`src/rtl/uart_tx_fifo.sv`:
```
// UART transmitter (8N1) fed from a byte FIFO with a valid/ready push port.
// Define UART_TX_PARITY_EN to append an even-parity bit (8E1 framing).
module uart_tx_fifo #(
    parameter int CLK_HZ     = 100000000,
    parameter int BAUD       = 9600,
    parameter int FIFO_DEPTH = 16,
    parameter int CW         = $clog2(FIFO_DEPTH) + 1
) (
    input  logic          clk,
    input  logic          reset,
    input  logic [7:0]    tx_data,
    input  logic          tx_valid,
    output logic          tx_ready,
    output logic          TX,
    output logic          busy,
    output logic [CW-1:0] fifo_count
);

    localparam int DIV   = CLK_HZ / BAUD;
    localparam int CNT_W = (DIV > 1) ? $clog2(DIV) : 1;
    localparam int AW    = (FIFO_DEPTH > 1) ? $clog2(FIFO_DEPTH) : 1;

    localparam logic [CNT_W-1:0] CNT_LAST = CNT_W'(DIV - 1);
    localparam logic [CW-1:0]    DEPTH_C  = CW'(FIFO_DEPTH);

    typedef enum logic [2:0] {
        IDLE   = 3'd0,
        START  = 3'd1,
        DATA   = 3'd2,
`ifdef UART_TX_PARITY_EN
        PARITY = 3'd4,
`endif
        STOP   = 3'd3
    } state_t;

    state_t           r_state;
    state_t           w_state_nxt;
    logic [CNT_W-1:0] r_cnt;
    logic [CNT_W-1:0] w_cnt_nxt;
    logic [2:0]       r_bit_idx;
    logic [2:0]       w_bit_idx_nxt;
    logic [7:0]       r_shift;
    logic [7:0]       w_shift_nxt;
    logic             r_tx;
    logic             w_tx_nxt;
`ifdef UART_TX_PARITY_EN
    logic             r_parity;
    logic             w_parity_nxt;
`endif

    logic [7:0]       r_mem [FIFO_DEPTH];
    logic [AW-1:0]    r_wr_ptr;
    logic [AW-1:0]    r_rd_ptr;
    logic [CW-1:0]    r_count;

    logic             w_push;
    logic             w_pop;
    logic             w_bit_end;
    logic [7:0]       w_head;

    assign tx_ready   = (r_count != DEPTH_C);
    assign w_push     = tx_valid && tx_ready;
    assign w_bit_end  = (r_cnt == CNT_LAST);
    assign w_head     = r_mem[r_rd_ptr];
    assign TX         = r_tx;
    assign busy       = (r_state != IDLE) || (r_count != '0);
    assign fifo_count = r_count;

    // Next-state logic; w_tx_nxt is the line level for the current state, registered one cycle later.
    always_comb begin
        w_state_nxt   = r_state;
        w_cnt_nxt     = r_cnt;
        w_bit_idx_nxt = r_bit_idx;
        w_shift_nxt   = r_shift;
        w_tx_nxt      = 1'b1;
        w_pop         = 1'b0;
`ifdef UART_TX_PARITY_EN
        w_parity_nxt  = r_parity;
`endif
        case (r_state)
            IDLE: begin
                if (r_count != '0) begin
                    w_pop         = 1'b1;
                    w_shift_nxt   = w_head;
`ifdef UART_TX_PARITY_EN
                    w_parity_nxt  = ^w_head;
`endif
                    w_cnt_nxt     = '0;
                    w_bit_idx_nxt = 3'd0;
                    w_state_nxt   = START;
                end
            end
            START: begin
                w_tx_nxt = 1'b0;
                if (w_bit_end) begin
                    w_cnt_nxt   = '0;
                    w_state_nxt = DATA;
                end else begin
                    w_cnt_nxt = r_cnt + CNT_W'(1);
                end
            end
            DATA: begin
                w_tx_nxt = r_shift[0];
                if (w_bit_end) begin
                    w_cnt_nxt     = '0;
                    w_shift_nxt   = {1'b0, r_shift[7:1]};
                    w_bit_idx_nxt = r_bit_idx + 3'd1;
                    if (r_bit_idx == 3'd7) begin
`ifdef UART_TX_PARITY_EN
                        w_state_nxt = PARITY;
`else
                        w_state_nxt = STOP;
`endif
                    end
                end else begin
                    w_cnt_nxt = r_cnt + CNT_W'(1);
                end
            end
`ifdef UART_TX_PARITY_EN
            PARITY: begin
                w_tx_nxt = r_parity;
                if (w_bit_end) begin
                    w_cnt_nxt   = '0;
                    w_state_nxt = STOP;
                end else begin
                    w_cnt_nxt = r_cnt + CNT_W'(1);
                end
            end
`endif
            STOP: begin
                w_tx_nxt = 1'b1;
                if (w_bit_end) begin
                    w_cnt_nxt   = '0;
                    w_state_nxt = IDLE;
                end else begin
                    w_cnt_nxt = r_cnt + CNT_W'(1);
                end
            end
            default: begin
                w_state_nxt = IDLE;
                w_cnt_nxt   = '0;
            end
        endcase
    end

    always_ff @(posedge clk) begin
        if (!reset) begin
            r_state   <= IDLE;
            r_cnt     <= '0;
            r_bit_idx <= 3'd0;
            r_tx      <= 1'b1;
            r_wr_ptr  <= '0;
            r_rd_ptr  <= '0;
            r_count   <= '0;
        end else begin
            r_state   <= w_state_nxt;
            r_cnt     <= w_cnt_nxt;
            r_bit_idx <= w_bit_idx_nxt;
            r_tx      <= w_tx_nxt;
            if (w_push) r_wr_ptr <= r_wr_ptr + AW'(1);
            if (w_pop)  r_rd_ptr <= r_rd_ptr + AW'(1);
            case ({w_push, w_pop})
                2'b10:   r_count <= r_count + CW'(1);
                2'b01:   r_count <= r_count - CW'(1);
                default: r_count <= r_count;
            endcase
        end
    end

    // Byte storage and shifter carry no reset; control state alone decides what is valid.
    always_ff @(posedge clk) begin
        if (w_push) r_mem[r_wr_ptr] <= tx_data;
        r_shift <= w_shift_nxt;
`ifdef UART_TX_PARITY_EN
        r_parity <= w_parity_nxt;
`endif
    end

endmodule
```
`config.mk`:
```
export PLATFORM = sky130hd
export DESIGN_NAME = uart_tx_fifo
export DESIGN_NICKNAME = d
export VERILOG_FILES = /design/src/rtl/uart_tx_fifo.sv
export SDC_FILE = /design/constraint.sdc
export NUM_CORES = 1
export LEC_CHECK = 0
export CAP_MARGIN = 20
export CORE_UTILIZATION = 40
export CTS_BUF_LIST = sky130_fd_sc_hd__clkbuf_4 sky130_fd_sc_hd__clkbuf_8 sky130_fd_sc_hd__clkbuf_16
export DETAILED_ROUTE_END_ITERATION = 6
export MAX_ROUTING_LAYER = met4
export PLACE_DENSITY = 0.61
export SLEW_MARGIN = 20
export SYNTH_ARGS = -nofsm -noshare
export SYNTH_HDL_FRONTEND = slang
export SYNTH_SLANG_ARGS = --single-unit
```
`constraint.sdc`:
```
create_clock -name clk -period 5.27 [get_ports clk]
set_clock_uncertainty 0.15 [all_clocks]
set_input_delay 1.3175 -clock clk [delete_from_list [all_inputs] [get_ports clk]]
set_output_delay 1.3175 -clock clk [all_outputs]
set_load 0.02 [all_outputs]
```
==> impl_metrics.ini <==
[run_status]
status = finished clean

[critical_path]
path_buf_inv = 2
crit_fanout = 10
crit_slowest_cell = or4_4
endpoint_kind = primary output
crit_path_start_kind = flip-flop
rrSetupSlack_ns = 2.15
path_cells = or4_4, nor3b_4, inv_4, clkdlybuf4s50_1
crit_family = simple AND/OR/NAND/NOR gates
r2r_end = fifo_count[4]
crit_required_ns = 3.80
critPathMaxStageDelay_ns = 0.58
arrival_ns = 2.56
ff2ff_path_depth = 11
worstSetupPathType = flip-flop to primary output
reg2reg_from = fifo_count[1]

[timing]
post-route-period-util_pct = 76.51
period_needed_ns = 4.032
slew_headroom_pct = 35.13
setup_violations = 0
rsz0062_at_grt = false
max_freq_ghz = 0.2480
worst_pin_slew_ns = 0.9695
finalHoldViolCount = 0
setup_tns_ns = 0
maxSlewViolCount = 0

[min_path]
hold_depth = 2
worstHoldEndpoint = TX
hold_path_class = flip-flop to flip-flop
min_from = r_shift[0]

[logic_synthesis]
synthMuxAreaShare_pct = 12.32
synth_enable_flop_cells = 136
netlist_area_um2 = 7282
synthSimpleGateAreaFrac_pct = 8.677
ys_seq_area_share_pct = 66.25
async_reset_ff_share_pct = 0
yosys.area_share.xor_xnor_pct = 1.203
synth_compound_area_share_pct = 6.512
synth_fa_ha_area_share_pct = 2.405
synth_area_leaders = edfxtp_1, mux4_2, dfxtp_1, ha_1, nor2_1
synth_top_area_cell = edfxtp_1
synth.net_count = 497
yosysWarnings = 0
synthFlopType = edfxtp_1
synth_top_family_by_area = multiplexers
syn-instance-count = 472
synth-seq-cells = 173
synth.avg_cell_area_um2 = 15.43
synth_cell_types = 54
synth_top_cell_area_share_pct = 56.08

[clock_network]
cts_buffers = 17
clk_path_buf_depth = 2
numClockSinks = 173
htree_levels = 4
clkLatencyLatePin_ns = 0.43
root_buffer = clkbuf_16
cts_setup_buffers = 0
post_cts_resized = 0
cts_tree = yes
ctsHoldBuffers = 0
clk_pin_slew_ns = 0.07

[global_route]
grt_pass1_vias = 3937
grt_max_degree = 30
grt_pass1_wl_mm = 21.90
antenna_found_initial = 0
grt_usage_pct = 16.62
overflow = 0

[floorplan]
core_um2 = 17540
dieArea_um2 = 18750
die_h_um = 136.9
io_pins = 19
die_w_um = 136.9
row_count = 48
initial_utilization_pct = 41.52

[placement]
globalplace.congestion = 0.7875
hpwl_mm = 8.885
port_buffers = 18
placed_area_um2 = 7692

[route]
vias_per_cell = 5.427
dr.first_iter.drc_count = 221
ant_nets = 0
drc = 0
wl_per_cell_um = 18.97
dr_total_vias = 3967
routed_wl_mm = 13.86
dr.pass1.iters = 5

[pwr]
power_density_nw_per_um2 = 476.3
power_leakage_nw = 2.676
ir_drop_mv = 0.2460

[layout]
diodes = 0
final.fill_count = 1497
nets = 518
final_area_um2 = 8258
layout-drive-gt1-share_pct = 16.01
final-seq-area_um2 = 4827
multi_input_area_um2 = 2266
syn_to_final_growth_pct = 13.40

[flow_run]
max_cap_violations = 0
==> cells by family after synthesis <==
logic type / Yosys count
multiplexers: 48
AO/OA/AOI/OAI: 67
adder cells (fa/ha/maj): 14
flip-flops: 173
AND/OR/NAND/NOR: 116
buffers and inverters: 44
XOR/XNOR: 10
==> registers in the layout (all words and copies together), names as in the netlist, named ones only <==
| register | count |
|---|---|
| r_state | 2 |
| r_rd_ptr | 4 |
| r_cnt | 14 |
| r_mem | 128 |
| TX | 1 |
| r_bit_idx | 3 |
| r_wr_ptr | 4 |
| fifo_count | 5 |
| r_shift | 8 |
==> where the power goes <==
group	switching (mW)	leakage [nW]	total [mW]	internal (mW)
combinational	0.533	0.872	1.00	0.471
sequential	0.130	1.53	1.74	1.61
clock	0.532	0.269	1.19	0.657
==> worst min-delay path, cell delays in order (launching register included) <==
cell	delay [ns]
edfxtp_1	0.32
nand2_1	0.05
o211ai_1	0.07
==> cell usage after synthesis, types with 4 or more instances <==
cell,number
a221oi_1,8
mux4_2,33
nand3_1,9
inv_1,19
xor2_1,7
ha_1,14
nand2b_1,7
o21ai_1,5
edfxtp_1,136
o211ai_1,4
nor2_1,38
o31ai_1,5
nor2b_1,13
mux2i_1,14
a31oi_1,6
nand4_1,5
clkbuf_1,15
nor3_1,7
o21ai_0,12
nand2_1,20
dfxtp_1,37
a2111oi_0,7
buf_2,4
a21oi_1,10
==> cell usage in the layout (no fill, tap or decap), types with 8 or more instances in the layout <==
cell	instances
nor2b_1	13
inv_1	19
dfxtp_1	35
edfxtp_1	136
nand2_1	20
nor2_1	38
mux4_2	33
mux2i_1	14
a21oi_1	10
nand3_1	9
clkbuf_16	17
clkdlybuf4s50_1	18
buf_4	8
a221oi_1	8
ha_1	14
o21ai_0	12
==> metal layers <==
metal	wire length (um)	global-route usage, %	vias up	part of all wire (%)
met1	6195	21.27	2010	45
met4	51	5.128	0	0.37
li1	-	-	1882	-
met2	6990	26.09	73	50
met3	626	4.111	2	4.5
met5	0	-	-	0
==> cell type report <==
type                       instances  area share [%]
multi-input combinational        255           27.44
clock buffer                      17           5.152
sequential                       173           58.45
tap                              225           3.409
clock inverter                    15           1.697
timing repair buffer              26           2.909
inverter                          20          0.9394
==> worst max path at each step <==
stage	start	end	depth (start not counted)
after floorplan	tx_valid	fifo_count[4]	10
after global placement	tx_valid	fifo_count[4]	11
after detailed placement	tx_valid	fifo_count[4]	11
after CTS	fifo_count[0]	busy	4
after global routing	fifo_count[1]	busy	4
final	fifo_count[1]	busy	4
==> per-stage QoR <==
stage / power, mW / util [%] / hold slack [ns] / cells / setup WS [ns]
final: 3.933 / 47.09 / 0.3230 / 731 / 1.238
after global routing: 4.138 / 47.09 / 0.3426 / 731 / 1.090
after CTS: 3.983 / 47.09 / 0.3286 / 731 / 1.192
after detailed placement: 2.788 / 43.86 / 0.3131 / 699 / 1.279
after global placement: 2.762 / 43.86 / 0.3054 / 699 / 1.398
after floorplan: 2.505 / - / 0.2892 / 472 / 1.772
Power figures use the tool's default switching activity.
